File: src/rtl/vid_timing_pkg.sv
// Shared types and standard raster timings for the video timing generator.
package vid_timing_pkg;

  typedef enum logic [1:0] {
    StIdle,
    StWait,
    StRun
  } state_e;

  // 1080p60 (148.5 MHz pixel clock)
  localparam int unsigned Hd1080HActive = 1920;
  localparam int unsigned Hd1080HFront  = 88;
  localparam int unsigned Hd1080HSync   = 44;
  localparam int unsigned Hd1080HBack   = 148;
  localparam int unsigned Hd1080VActive = 1080;
  localparam int unsigned Hd1080VFront  = 4;
  localparam int unsigned Hd1080VSync   = 5;
  localparam int unsigned Hd1080VBack   = 36;

  // 720p60 (74.25 MHz pixel clock)
  localparam int unsigned Hd720HActive = 1280;
  localparam int unsigned Hd720HFront  = 110;
  localparam int unsigned Hd720HSync   = 40;
  localparam int unsigned Hd720HBack   = 220;
  localparam int unsigned Hd720VActive = 720;
  localparam int unsigned Hd720VFront  = 5;
  localparam int unsigned Hd720VSync   = 5;
  localparam int unsigned Hd720VBack   = 20;

endpackage

File: src/rtl/vid_axis_cnt.sv
// Wrap counter for one raster axis: counts 0..Count-1, parks at Count-1 when told to.
module vid_axis_cnt #(
  parameter int unsigned Count = 16,
  localparam int unsigned W = $clog2(Count)
) (
  input  logic         clk,
  input  logic         park_i,
  input  logic         inc_i,
  output logic [W-1:0] cnt_o,
  output logic [W-1:0] cnt_d_o,
  output logic         last_o,
  output logic         wrap_o
);

  localparam logic [W-1:0] Last = W'(Count - 1);

  logic [W-1:0] cnt_q, cnt_d;

  always_comb begin
    cnt_d = cnt_q;
    if (park_i) begin
      cnt_d = Last;
    end else if (inc_i) begin
      cnt_d = (cnt_q == Last) ? '0 : cnt_q + W'(1);
    end
  end

  always_ff @(posedge clk) begin
    cnt_q <= cnt_d;
  end

  assign cnt_o   = cnt_q;
  assign cnt_d_o = cnt_d;
  assign last_o  = (cnt_q == Last);
  assign wrap_o  = inc_i && (cnt_q == Last);

endmodule

File: src/rtl/vid_timing_gen.sv
// Free-running raster counter with frame-boundary start/stop and optional frame lock
// to an external frame-sync pulse.
module vid_timing_gen
  import vid_timing_pkg::*;
#(
  parameter int unsigned H_ACTIVE      = Hd1080HActive,
  parameter int unsigned H_FRONT_PORCH = Hd1080HFront,
  parameter int unsigned H_SYNC_WIDTH  = Hd1080HSync,
  parameter int unsigned H_BACK_PORCH  = Hd1080HBack,
  parameter int unsigned V_ACTIVE      = Hd1080VActive,
  parameter int unsigned V_FRONT_PORCH = Hd1080VFront,
  parameter int unsigned V_SYNC_WIDTH  = Hd1080VSync,
  parameter int unsigned V_BACK_PORCH  = Hd1080VBack,
  parameter int unsigned SYNC_MODE     = 0,
  localparam int unsigned H_FRAME = H_ACTIVE + H_FRONT_PORCH + H_SYNC_WIDTH + H_BACK_PORCH,
  localparam int unsigned V_FRAME = V_ACTIVE + V_FRONT_PORCH + V_SYNC_WIDTH + V_BACK_PORCH,
  localparam int unsigned HW      = $clog2(H_FRAME),
  localparam int unsigned VW      = $clog2(V_FRAME)
) (
  input  logic          clk,
  input  logic          rst,
  input  logic          en,
  input  logic          ext_fsync,
  output logic [HW-1:0] out_hcnt,
  output logic [VW-1:0] out_vcnt,
  output logic          out_de,
  output logic          out_de_d1,
  output logic          out_line_start,
  output logic          out_frame_start,
  output logic          out_running,
  output logic          out_fsync_ovf
);

  localparam bit SyncOn = (SYNC_MODE != 0);

  state_e        state_q, state_d;
  logic          pending_q, pending_d;
  logic          de_q, de_d, de_d1_q;
  logic          line_q, line_d, frame_q, frame_d, ovf_q, ovf_d;
  logic          adv, consume, fsync_set, frame_end;
  logic [HW-1:0] h_cnt, h_cnt_d;
  logic [VW-1:0] v_cnt, v_cnt_d;
  logic          h_last, h_wrap, v_last, v_wrap;

  // Counters only ever stop at the park position, so entering RUN is a plain wrap to 0,0.
  vid_axis_cnt #(.Count(H_FRAME)) u_hcnt (
    .clk     (clk),
    .park_i  (rst | ~adv),
    .inc_i   (adv),
    .cnt_o   (h_cnt),
    .cnt_d_o (h_cnt_d),
    .last_o  (h_last),
    .wrap_o  (h_wrap)
  );

  vid_axis_cnt #(.Count(V_FRAME)) u_vcnt (
    .clk     (clk),
    .park_i  (rst | ~adv),
    .inc_i   (h_wrap),
    .cnt_o   (v_cnt),
    .cnt_d_o (v_cnt_d),
    .last_o  (v_last),
    .wrap_o  (v_wrap)
  );

  always_comb begin
    state_d   = state_q;
    consume   = 1'b0;
    frame_end = (state_q == StRun) && h_last && v_last;
    unique case (state_q)
      StIdle: begin
        if (en) begin
          if (SyncOn && !pending_q) begin
            state_d = StWait;
          end else begin
            state_d = StRun;
            consume = 1'b1;
          end
        end
      end
      StWait: begin
        if (ext_fsync || pending_q) begin
          state_d = StRun;
          consume = 1'b1;
        end else if (!en) begin
          state_d = StIdle;
        end
      end
      StRun: begin
        if (frame_end) begin
          if (!en) begin
            state_d = StIdle;
          end else if (SyncOn && !pending_q) begin
            state_d = StWait;
          end else begin
            consume = 1'b1;
          end
        end
      end
      default: state_d = StIdle;
    endcase

    // Consumption wins over a pulse landing in the same cycle.
    fsync_set = SyncOn && ext_fsync && ((state_q == StRun) || (state_q == StIdle));
    pending_d = consume ? 1'b0 : (fsync_set | pending_q);
    ovf_d     = fsync_set && pending_q && !consume;

    adv     = (state_d == StRun);
    de_d    = adv && (32'(h_cnt_d) < H_ACTIVE) && (32'(v_cnt_d) < V_ACTIVE);
    line_d  = adv && (h_cnt_d == '0);
    frame_d = line_d && (v_cnt_d == '0);
  end

  always_ff @(posedge clk) begin
    if (rst) begin
      state_q   <= StIdle;
      pending_q <= 1'b0;
      de_q      <= 1'b0;
      de_d1_q   <= 1'b0;
      line_q    <= 1'b0;
      frame_q   <= 1'b0;
      ovf_q     <= 1'b0;
    end else begin
      state_q   <= state_d;
      pending_q <= pending_d;
      de_q      <= de_d;
      de_d1_q   <= de_q;
      line_q    <= line_d;
      frame_q   <= frame_d;
      ovf_q     <= ovf_d;
    end
  end

  assign out_hcnt        = h_cnt;
  assign out_vcnt        = v_cnt;
  assign out_de          = de_q;
  assign out_de_d1       = de_d1_q;
  assign out_line_start  = line_q;
  assign out_frame_start = frame_q;
  assign out_running     = (state_q == StRun);
  assign out_fsync_ovf   = ovf_q;

endmodule

File: config.mk
export PLATFORM = sky130hd
export DESIGN_NAME = vid_timing_gen
export DESIGN_NICKNAME = d
export VERILOG_FILES = /design/src/rtl/vid_timing_pkg.sv /design/src/rtl/vid_axis_cnt.sv /design/src/rtl/vid_timing_gen.sv
export SDC_FILE = /design/constraint.sdc
export NUM_CORES = 1
export LEC_CHECK = 0
export ABC_AREA = 1
export BUFFER_PORTS_ARGS = -buffer_cell sky130_fd_sc_hd__buf_2
export CORE_MARGIN = 3
export CORE_UTILIZATION = 52
export CTS_BUF_LIST = sky130_fd_sc_hd__clkbuf_4 sky130_fd_sc_hd__clkbuf_8
export DETAILED_ROUTE_END_ITERATION = 6
export HOLD_SLACK_MARGIN = 0.03
export PLACE_DENSITY = 0.77
export SETUP_SLACK_MARGIN = 0.3
export SLEW_MARGIN = 15
export SYNTH_ARGS = -nofsm -noshare
export SYNTH_HDL_FRONTEND = slang
export SYNTH_SLANG_ARGS = --single-unit
File: constraint.sdc
create_clock -name clk -period 1.9 [get_ports clk]
set_input_delay 0.285 -clock clk [delete_from_list [all_inputs] [get_ports clk]]
set_output_delay 0.285 -clock clk [all_outputs]
set_load 0.02 [all_outputs]
After elaboration in Yosys (flattened, before gate mapping)
Cells that the tools add are included.
{ "op_classes": {"n_mux": 11, "n_reduce_logical": 10, "addsub": 2, "n_bitwise": 2, "n_lt_le_gt_ge": 2, "eq_ne": 5} }
{ "ops": {"columns": ["cell", "count"], "rows": [
  ["$mux W12", 3],
  ["$mux W11", 3],
  ["$add A12 B1 Y12 const B", 1],
  ["$eq A12 B12 Y1 const B", 1],
  ["$logic_not A12 Y1", 1],
  ["$lt A12 B11 Y1 const B", 1],
  ["$add A11 B1 Y11 const B", 1],
  ["$eq A11 B11 Y1 const B", 1],
  ["$logic_not A11 Y1", 1],
  ["$lt A11 B11 Y1 const B", 1],
  ["$mux W2", 4],
  ["$logic_and A1 B1 Y1", 7],
  ["$pmux W2 S3", 1],
  ["$eq A2 B2 Y1 const B", 2],
  ["$eq A2 B1 Y1 const B", 1],
  ["$logic_not A2 Y1", 1],
  ["$not A1 Y1", 1],
  ["$or A1 B1 Y1", 1]
]} }
{ "word_totals": {"elab_cells": 39, "input_bits": 4, "output_inout_bits": 29, "register_bits": 29} }

Logic depth before layout (Yosys ltp)
Gate-level depths: netlist of run 1.
{ "logic_depth": {"ltp_word": 12, "mapped_depth": 18, "mapped_depth_nobuf": 17} }

Modules after synthesis
Synthesis of run 1 repeated with hierarchy kept, for this count alone.
{ "hier_totals": {"hier_cells": 245, "area_unflattened_um2": 1612.8} }
{ "by_module_without_submodules": {"columns": ["module", "instances", "cells_each", "area_per_inst_um2", "seq_area_each_um2"], "rows": [
  ["vid_axis_cnt (u_hcnt)", 1, 99, 655.6, 240.2],
  ["vid_axis_cnt (u_vcnt)", 1, 87, 576.8, 220.2],
  ["vid_timing_gen", 1, 59, 380.4, 120.1]
]} }

Worst setup path after synthesis of run 1
Ideal clock, no wire load.
{ "synth_path": {"kind": "register -> register", "start": "register u_hcnt.cnt_q[0], in the netlist u_hcnt.cnt_o[0]", "end": "register frame_q, in the netlist out_frame_start", "setup_time_ns": 0.064, "slack_ns": -0.187, "required_ns": 1.836, "stages_incl_launch_ff": 17, "path_buffers": 1, "t_arrival_ns": 2.023, "synth_period_minus_slack_ns": 2.087, "path_cell_list": "dfxtp_1 -> ha_1 -> nand2_2 -> clkinv_2 -> nand3_4 -> nor2_8 -> nand2_4 -> nand2_4 -> nand2_8 -> nand2_8 -> inv_4 -> buf_6 -> nand3_2 -> nand3_1 -> nor2_1 -> nand4_1 -> nor2_1"} }
{ "synth_between": {"elab_chain_cells": 12, "elab_cells_between_ends": 19, "cone_classes": "1 x add/sub; 2 x eq/ne; 7 x mux; 2 x bitwise; 7 x reduce/logical"} }
{ "synth_lines": {"columns": ["element", "line_no", "rtl"], "rows": [
  ["start, declared", "vid_axis_cnt.sv:17", "logic [W-1:0] cnt_q, cnt_d;"],
  ["start signal, assigned", "vid_axis_cnt.sv:29", "cnt_q <= cnt_d;"],
  ["$eq A12 B12 Y1", "vid_axis_cnt.sv:24, vid_axis_cnt.sv:34, vid_axis_cnt.sv:35", null],
  ["$logic_and A1 B1 Y1 (2 in a row)", "vid_timing_gen.sv:69", "frame_end = (state_q == StRun) && h_last && v_last;"],
  ["$mux W2", "vid_timing_gen.sv:90", "if (frame_end) begin"],
  ["$pmux W2 S3", "vid_timing_gen.sv:70", "unique case (state_q)"],
  ["$eq A2 B2 Y1", "vid_timing_gen.sv:108", "adv = (state_d == StRun);"],
  ["$not A1 Y1", "vid_timing_gen.sv:48, vid_timing_gen.sv:58", null],
  ["$or A1 B1 Y1", "vid_timing_gen.sv:48, vid_timing_gen.sv:58", null],
  ["$mux W12", "vid_axis_cnt.sv:21", "if (park_i) begin"],
  ["$logic_not A12 Y1", "vid_timing_gen.sv:110", "line_d = adv && (h_cnt_d == '0);"],
  ["$logic_and A1 B1 Y1", "vid_timing_gen.sv:110", null],
  ["$logic_and A1 B1 Y1 *", "vid_timing_gen.sv:111", "frame_d = line_d && (v_cnt_d == '0);"],
  ["end signal, assigned", "vid_timing_gen.sv:129", "frame_q <= frame_d;"],
  ["end, declared", "vid_timing_gen.sv:39", "logic line_q, line_d, frame_q, frame_d, ovf_q, ovf_d;"]
]} }
Mark *: on every way between the ends. The rest lies on a longest branch, timed or not.
A chain may end at the register's enable or synchronous reset.

Worst setup path in the final report of run 1
{ "layout_path": {"start": "register u_vcnt.cnt_q[0], in the netlist u_vcnt.cnt_o[0]", "end": "register frame_q, in the netlist out_frame_start"} }
{ "layout_between": {"elab_chain_cells": 11, "elab_cells_between_ends": 18, "cone_classes": "1 x add/sub; 2 x eq/ne; 7 x mux; 2 x bitwise; 6 x reduce/logical"} }
{ "layout_lines": {"columns": ["element", "line_no", "rtl"], "rows": [
  ["start, declared", "vid_axis_cnt.sv:17", null],
  ["start signal, assigned", "vid_axis_cnt.sv:29", null],
  ["$eq A11 B11 Y1 *", "vid_axis_cnt.sv:34", "assign last_o = (cnt_q == Last);"],
  ["$logic_and A1 B1 Y1 *", "vid_timing_gen.sv:69", null],
  ["$mux W2 *", "vid_timing_gen.sv:90", null],
  ["$pmux W2 S3 *", "vid_timing_gen.sv:70", null],
  ["$eq A2 B2 Y1 *", "vid_timing_gen.sv:108", null],
  ["$not A1 Y1", "vid_timing_gen.sv:48", ".park_i (rst | ~adv),"],
  ["$or A1 B1 Y1", "vid_timing_gen.sv:48", null],
  ["$mux W12 *", "vid_axis_cnt.sv:21", null],
  ["net h_cnt_d[4]", "vid_timing_gen.sv:41", "logic [HW-1:0] h_cnt, h_cnt_d;"],
  ["$logic_not A12 Y1 *", "vid_timing_gen.sv:110", null],
  ["$logic_and A1 B1 Y1 *", "vid_timing_gen.sv:110", null],
  ["$logic_and A1 B1 Y1 *", "vid_timing_gen.sv:111", null]
]} }
Mark *: on every way through the listed nets, which the timed path passes. The rest lies on a longest branch.

==> results of run 1 <==
## repair_timing
action,4_1_cts,5_1_grt
resized for setup,30,66
cloned,3,0
hold buffers,0,0
pin swaps,16,30
setup buffers,10,6
endpoints found under the setup margin,23,25
## cell families after synthesis
kind of cell	Yosys count	synth area share
AO/OA/AOI/OAI	16	0.0508
AND/OR/NAND/NOR	165	0.428
XOR/XNOR	13	0.0601
flip-flops	29	0.306
adder cells (fa/ha/maj)	3	0.0198
other	1	0.00198
buffers and inverters	57	0.133
## critical path, cell delays in order (launching register included)
cell,delay [ns]
dfxtp_4,0.38
inv_4,0.06
ha_4,0.15
nand2_2,0.06
inv_2,0.08
nand3_4,0.08
nor2_4,0.13
nand2_4,0.09
nand2_8,0.10
nand2_8,0.10
buf_6,0.15
o211ai_1,0.35
nor2_2,0.06
nand4_1,0.11
nor2_1,0.06
## power by group
| part | total [mW] | internal, mW | switching (mW) |
|---|---|---|---|
| Sequential | 0.757 | 0.691 | 0.0654 |
| Combinational | 1.96 | 0.736 | 1.22 |
| Clock | 0.651 | 0.407 | 0.244 |
| Total | 3.37 | 1.83 | 1.53 |
## cells in the final DEF (no fill, tap or decap), drive strengths merged
master	netlist	final
or2	1	1
bufinv	0	2
dfxtp	29	29
and3	1	1
clkinv	1	1
nand2	69	72
o211ai	3	3
o21ai	10	10
ha	3	3
nor3	10	10
nand4	5	5
buf	6	84
conb	1	1
clkbuf	0	5
nor3b	1	1
inv	50	51
nor2	38	38
a21oi	3	3
xnor2	1	1
nand3b	2	2
xor2	12	12
nand3	38	38
## final cells by class
class | count | share of cell area
Clock buffer | 5 | 0.0126
Inverter | 51 | 0.0694
Clock inverter | 3 | 0.0219
Sequential cell | 29 | 0.200
Multi-Input combinational cell | 201 | 0.474
Timing Repair Buffer | 84 | 0.203
Tap cell | 46 | 0.0193
## worst min path at each step
stage / start / to / cells past startpoint
floorplan: rst / out_de_d1$_SDFF_PP0_ / 1
global placement: out_de$_SDFF_PP0_ / out_de_d1$_SDFF_PP0_ / 2
detailed placement: out_de$_SDFF_PP0_ / out_de_d1$_SDFF_PP0_ / 2
CTS: ext_fsync / state_q[0]$_SDFF_PP0_ / 2
global route: ext_fsync / state_q[0]$_SDFF_PP0_ / 2
finish: ext_fsync / state_q[0]$_SDFF_PP0_ / 2
## Yosys cell counts
master and number:
o21ai_1 2, o211ai_2 1, nand3_1 35, nand3b_1 2
nor2_2 2, conb_1 1, buf_6 4, nand2_2 2
dfxtp_1 29, xnor2_1 1, inv_2 2, nor3b_1 1
xor2_1 12, inv_1 47, inv_4 1, nand4_1 5
buf_4 1, nand3_4 1, and3_1 1, nand2_1 62
o211ai_1 2, nor3_1 10, o21ai_2 1, clkinv_2 1
buf_1 1, nand2_4 3, or2_2 1, ha_1 3
nor2_8 1, nor2_1 35, o21ai_0 7, nand3_2 2
a21oi_1 3, nand2_8 2
## flip-flops by register name (all words and copies together) (netlist names)
signal           flops
u_hcnt.cnt_o        12
u_vcnt.cnt_o        11
state_q              2
out_de               1
out_de_d1            1
out_frame_start      1
out_line_start       1
## metal layers
metal | global-route usage | vias up | part of all wire
met5 | 0 | - | 0
met4 | 0.129 | 0 | 0.061
met3 | 0.0646 | 50 | 0.080
met2 | 0.533 | 181 | 0.50
met1 | 0.314 | 1088 | 0.36
li1 | - | 1069 | -
## through the flow
stage	setup WS [ns]	instance area [um2]	total power, mW	TNS, ns
after floorplan	0.0524	1940	1.69	0
after global placement	-0.0687	2370	2.06	-0.0687
after detailed placement	-0.129	2370	2.07	-0.199
after CTS	-0.0374	2700	2.95	-0.0394
after global routing	-0.286	2980	3.52	-1.13
final	-0.200	2980	3.37	-0.638
==> key figures, run 1 <==
Run status
  • Outcome: complete, but fails checks
  • Failing checks: setup timing

Synthesis
  • Area fraction of the dominant cell type after synthesis: 0.306
  • Synth Cell Area: 0.00190 mm2
  • Synth Instances: 284
  • Synth Register Bits: 29
  • Yosys cell types: 34
  • Seq/Total Area, Yosys: 0.306
  • Largest area contributor in the netlist: dfxtp_1
  • Top post-synthesis cells by area: dfxtp_1, nand2_1, inv_1
  • Synth warn: 0
  • Synth Area per Inst: 6.67 um2
  • Synth Net Count: 291

Detailed routing
  • Vias: 2388
  • Antenna-violating nets left: 0
  • DR vias/cell: 5.70
  • DR WL/cell: 17.9 um
  • DRC errors left: 0
  • DR pass1 iterations: 5
  • Final WL: 7500 um
  • Iteration-0 DRC Markers: 260

Clock network
  • CTS buffer count: 5
  • CTS tree: yes
  • Root Buffer: clkbuf_4
  • CTS Sinks: 29
  • Reg clk slew, reported paths: 0.12 ns
  • Number of H-tree levels: 2
  • Worst skew pair latency: 0.35 ns
  • Maximum buffer depth of the clock tree: 2

Final layout
  • Utilization after layout: 0.871
  • Final #Nets: 379
  • Finished Layout Cells: 419
  • Fill cell count: 183
  • Layout cells sized above 1: 0.499
  • Number of diodes: 0
  • Multi-input gate area: 0.00141 mm2
  • Sequential cell area: 594 um2
  • Layout Area Growth over Synthesis: 57.0%

Place
  • Routability cong.: 0.885
  • Placed insts: 392
  • I/O Buffers: 31
  • Hpwl dp: 3910 um

Timing
  • PnR worst setup slack: -0.200 ns
  • Clock skew after layout: 0.0183 ns
  • RSZ-0062 raised after global routing: yes
  • Final Hold Vio Count: 0
  • Final setup fails: 5
  • Worst hold slack: 0.110 ns
  • Max-slew violation count: 0
  • Achievable frequency: 476 MHz
  • Crit path time final: 2.10 ns
  • Fin crit share: 1.11

Setup path
  • Start of the worst register-to-register path: u_vcnt.cnt_o[0]$_DFF_P_
  • Worst Reg-to-Reg Cells: 14
  • R2R Setup Slk: -0.20 ns
  • Startpoint types: register
  • Worst EP arrival: 2.34 ns
  • CP Data Required Time: 2.14 ns
  • Crit Path Class: register to register
  • Crit path launch: u_vcnt.cnt_o[0]$_DFF_P_
  • Setup crit end: out_frame_start$_SDFF_PP0_
  • Reg2reg end: out_frame_start$_SDFF_PP0_
  • CP max FO: 6
  • CP endpoint kind: register

Flow run
  • Max-Cap Viols: 0

Floorplanning
  • Overall die width: 66.4 um
  • Core outline area: 0.00342 mm2
  • Die H: 66.4 um
  • Starting density of the core: 0.555
  • Rows: 21
  • Boundary pin count: 33
  • Die area: 0.00441 mm2

GRT
  • First-pass GRT wire length: 9580 um
  • GRT Util Overall: 0.291
  • Global route overflow: 0
  • Initial antenna violation count: 0
  • Number of global-route vias before repair: 2118
  • Largest net degree at the start of global routing: 19

Power
  • Maximum VDD drop: 772 uV
  • Pwr/cell area: 1130 mW/mm2
  • Lkg Pwr: 1.48 nW

Hold path
  • Worst hold path class: input pin to register
(Power assumes the default switching activity.)
==> run 2, diff against run 1 <==
RECOVER_POWER = 25   (was unset)
==> key figures, run 2 (synthesized netlist as in run 1, its figures left out) <==
Final layout
  • Most common cell after layout, fill and taps aside: nand2_1
  • Commonest non-fill, non-tap cells in the layout: nand2_1, buf_4, inv_1, dfxtp_1, nor2_1
  • Post-Layout Inst Area: 0.00296 mm2
  • Final #Nets: 379
  • Layout Area Growth over Synthesis: 56.2%
  • Max FFs per register: 12
  • Number of diodes: 0
  • Layout cells sized above 1: 0.469

Clock network
  • CTS Sinks: 29
  • Root Buffer: clkbuf_4
  • CTS buffer count: 5
  • Worst skew pair latency: 0.35 ns
  • CTS tree: yes
  • Maximum buffer depth of the clock tree: 2
  • Reg clk slew, reported paths: 0.11 ns
  • Number of H-tree levels: 2

GRT
  • Number of global-route vias before repair: 2118
  • GRT Util Overall: 0.291
  • First-pass GRT wire length: 9580 um
  • Initial antenna violation count: 0
  • Largest net degree at the start of global routing: 19
  • Global route overflow: 0

Floorplanning
  • Boundary pin count: 33
  • Overall die width: 66.4 um
  • Rows: 21
  • Starting density of the core: 0.555
  • Core outline area: 0.00342 mm2
  • Die H: 66.4 um
  • Die area: 0.00441 mm2

Timing
  • Achievable frequency: 480 MHz
  • RSZ-0062 raised after global routing: yes
  • Final Hold Vio Count: 0
  • Crit path time final: 2.08 ns
  • PnR worst setup slack: -0.185 ns
  • Max-slew violation count: 0
  • Fin crit share: 1.10
  • Clock skew after layout: 0.0136 ns
  • TNS Setup: -0.592 ns
  • Final setup fails: 5

Detailed routing
  • DR pass1 iterations: 7
  • DRC errors left: 0
  • DR vias/cell: 5.63
  • Final WL: 7570 um
  • Antenna-violating nets left: 0
  • DR WL/cell: 18.1 um
  • Vias: 2359
  • Iteration-0 DRC Markers: 259

Hold path
  • Worst hold path class: input pin to register
  • Hold Crit Start: ext_fsync
  • Worst Hold End: state_q[0]$_SDFF_PP0_
  • Worst hold stages: 2

Setup path
  • Reg2reg end: out_frame_start$_SDFF_PP0_
  • Worst EP arrival: 2.33 ns
  • Startpoint types: register
  • CP Data Required Time: 2.14 ns
  • Start of the worst register-to-register path: u_vcnt.cnt_o[0]$_DFF_P_
  • Crit Path Class: register to register
  • CP max FO: 6
  • CP endpoint kind: register
  • R2R Setup Slk: -0.18 ns
  • Worst Reg-to-Reg Cells: 14

Power
  • NetSw: 1.54 mW
  • Reg power frac: 0.226
  • Sw Share: 0.457
  • Clock Power Share: 0.194
  • Maximum VDD drop: 771 uV
  • Pwr/cell area: 1140 mW/mm2
  • Lkg Pwr: 1.44 nW
  • Combinational fraction of design power: 0.580
  • Int Pwr: 1.83 mW
  • Pwr Total: 3.36 mW

Run status
  • Outcome: complete, but fails checks
  • Failing checks: setup timing

Place
  • DP Area: 0.00237 mm2
  • I/O Buffers: 31
  • Placement Setup Slack: -0.129 ns
  • Hpwl dp: 3910 um
  • Routability cong.: 0.885

Flow run
  • Max-Cap Viols: 0
-- run 2: changes by cell type in the layout (fill, tap and decap cells not counted), sizes merged --
cell	change
clkbuf	+11
buf	-11
-- run 2: repair_timing --
item / 4_1_cts / 5_1_grt
hold buffers: 0 / 0
gates cloned: 3 / 0
setup endpoints to repair: 23 / 25
pin swaps: 16 / 30
gates resized for setup: 30 / 66
buffers inserted: 10 / 6
-- run 2: critical path: stages, from the launching register on --
cell and delay [ns]:
dfxtp_4 0.38, inv_4 0.06, ha_4 0.15, nand2_2 0.06
inv_2 0.08, nand3_4 0.08, nor2_4 0.13, nand2_4 0.09
nand2_8 0.10, nand2_8 0.10, buf_6 0.15, o211ai_1 0.35
nor2_2 0.07, nand4_1 0.11, nor2_1 0.06
-- run 2: layer usage --
layer | track usage | vias to the layer above | routed length (um)
li1 | - | 1064 | -
met1 | 0.314 | 1095 | 2810
met2 | 0.533 | 158 | 3780
met3 | 0.0646 | 42 | 560
met4 | 0.129 | 0 | 420
met5 | 0 | - | 0
-- run 2: area by class of cell --
cell class	count	area [um2]
multi-input cells	201	1410
flip-flops and latches	29	594
repair buffers	84	589
fillers	192	454
inverters	51	206
clock inverters	3	65.1
well taps	46	57.6
clock buffers	5	37.5
-- run 2: stage by stage --
| step | instances | hold WS [ns] | utilization |
|---|---|---|---|
| after floorplan | 284 | 0.357 | - |
| after global placement | 392 | 0.407 | 0.695 |
| after detailed placement | 392 | 0.419 | 0.695 |
| after CTS | 413 | 0.0981 | 0.789 |
| after global routing | 419 | 0.102 | 0.867 |
| final | 419 | 0.105 | 0.867 |
-- run 2: power by group through the flow --
stage | Clock, mW | Combinational, mW | Sequential, mW
5_1_grt | 0.677 | 2.07 | 0.765
3_5_place_dp | 0 | 1.31 | 0.763
3_3_place_gp | 0 | 1.30 | 0.760
2_1_floorplan | 0 | 0.803 | 0.882
6_report | 0.653 | 1.95 | 0.759
4_1_cts | 0.655 | 1.55 | 0.748
-- run 2: how the worst max path moves through the flow --
stage	from	end	slack, ns	cells after the start
2_1_floorplan	u_hcnt.cnt_o[0]$_DFF_P_	out_frame_start$_SDFF_PP0_	0.05	16
3_3_place_gp	u_vcnt.cnt_o[0]$_DFF_P_	out_frame_start$_SDFF_PP0_	-0.07	16
3_5_place_dp	u_vcnt.cnt_o[0]$_DFF_P_	out_frame_start$_SDFF_PP0_	-0.13	16
4_1_cts	u_vcnt.cnt_o[1]$_DFF_P_	out_frame_start$_SDFF_PP0_	-0.04	17
5_1_grt	u_vcnt.cnt_o[0]$_DFF_P_	out_frame_start$_SDFF_PP0_	-0.29	17
6_report	u_vcnt.cnt_o[0]$_DFF_P_	out_frame_start$_SDFF_PP0_	-0.18	14
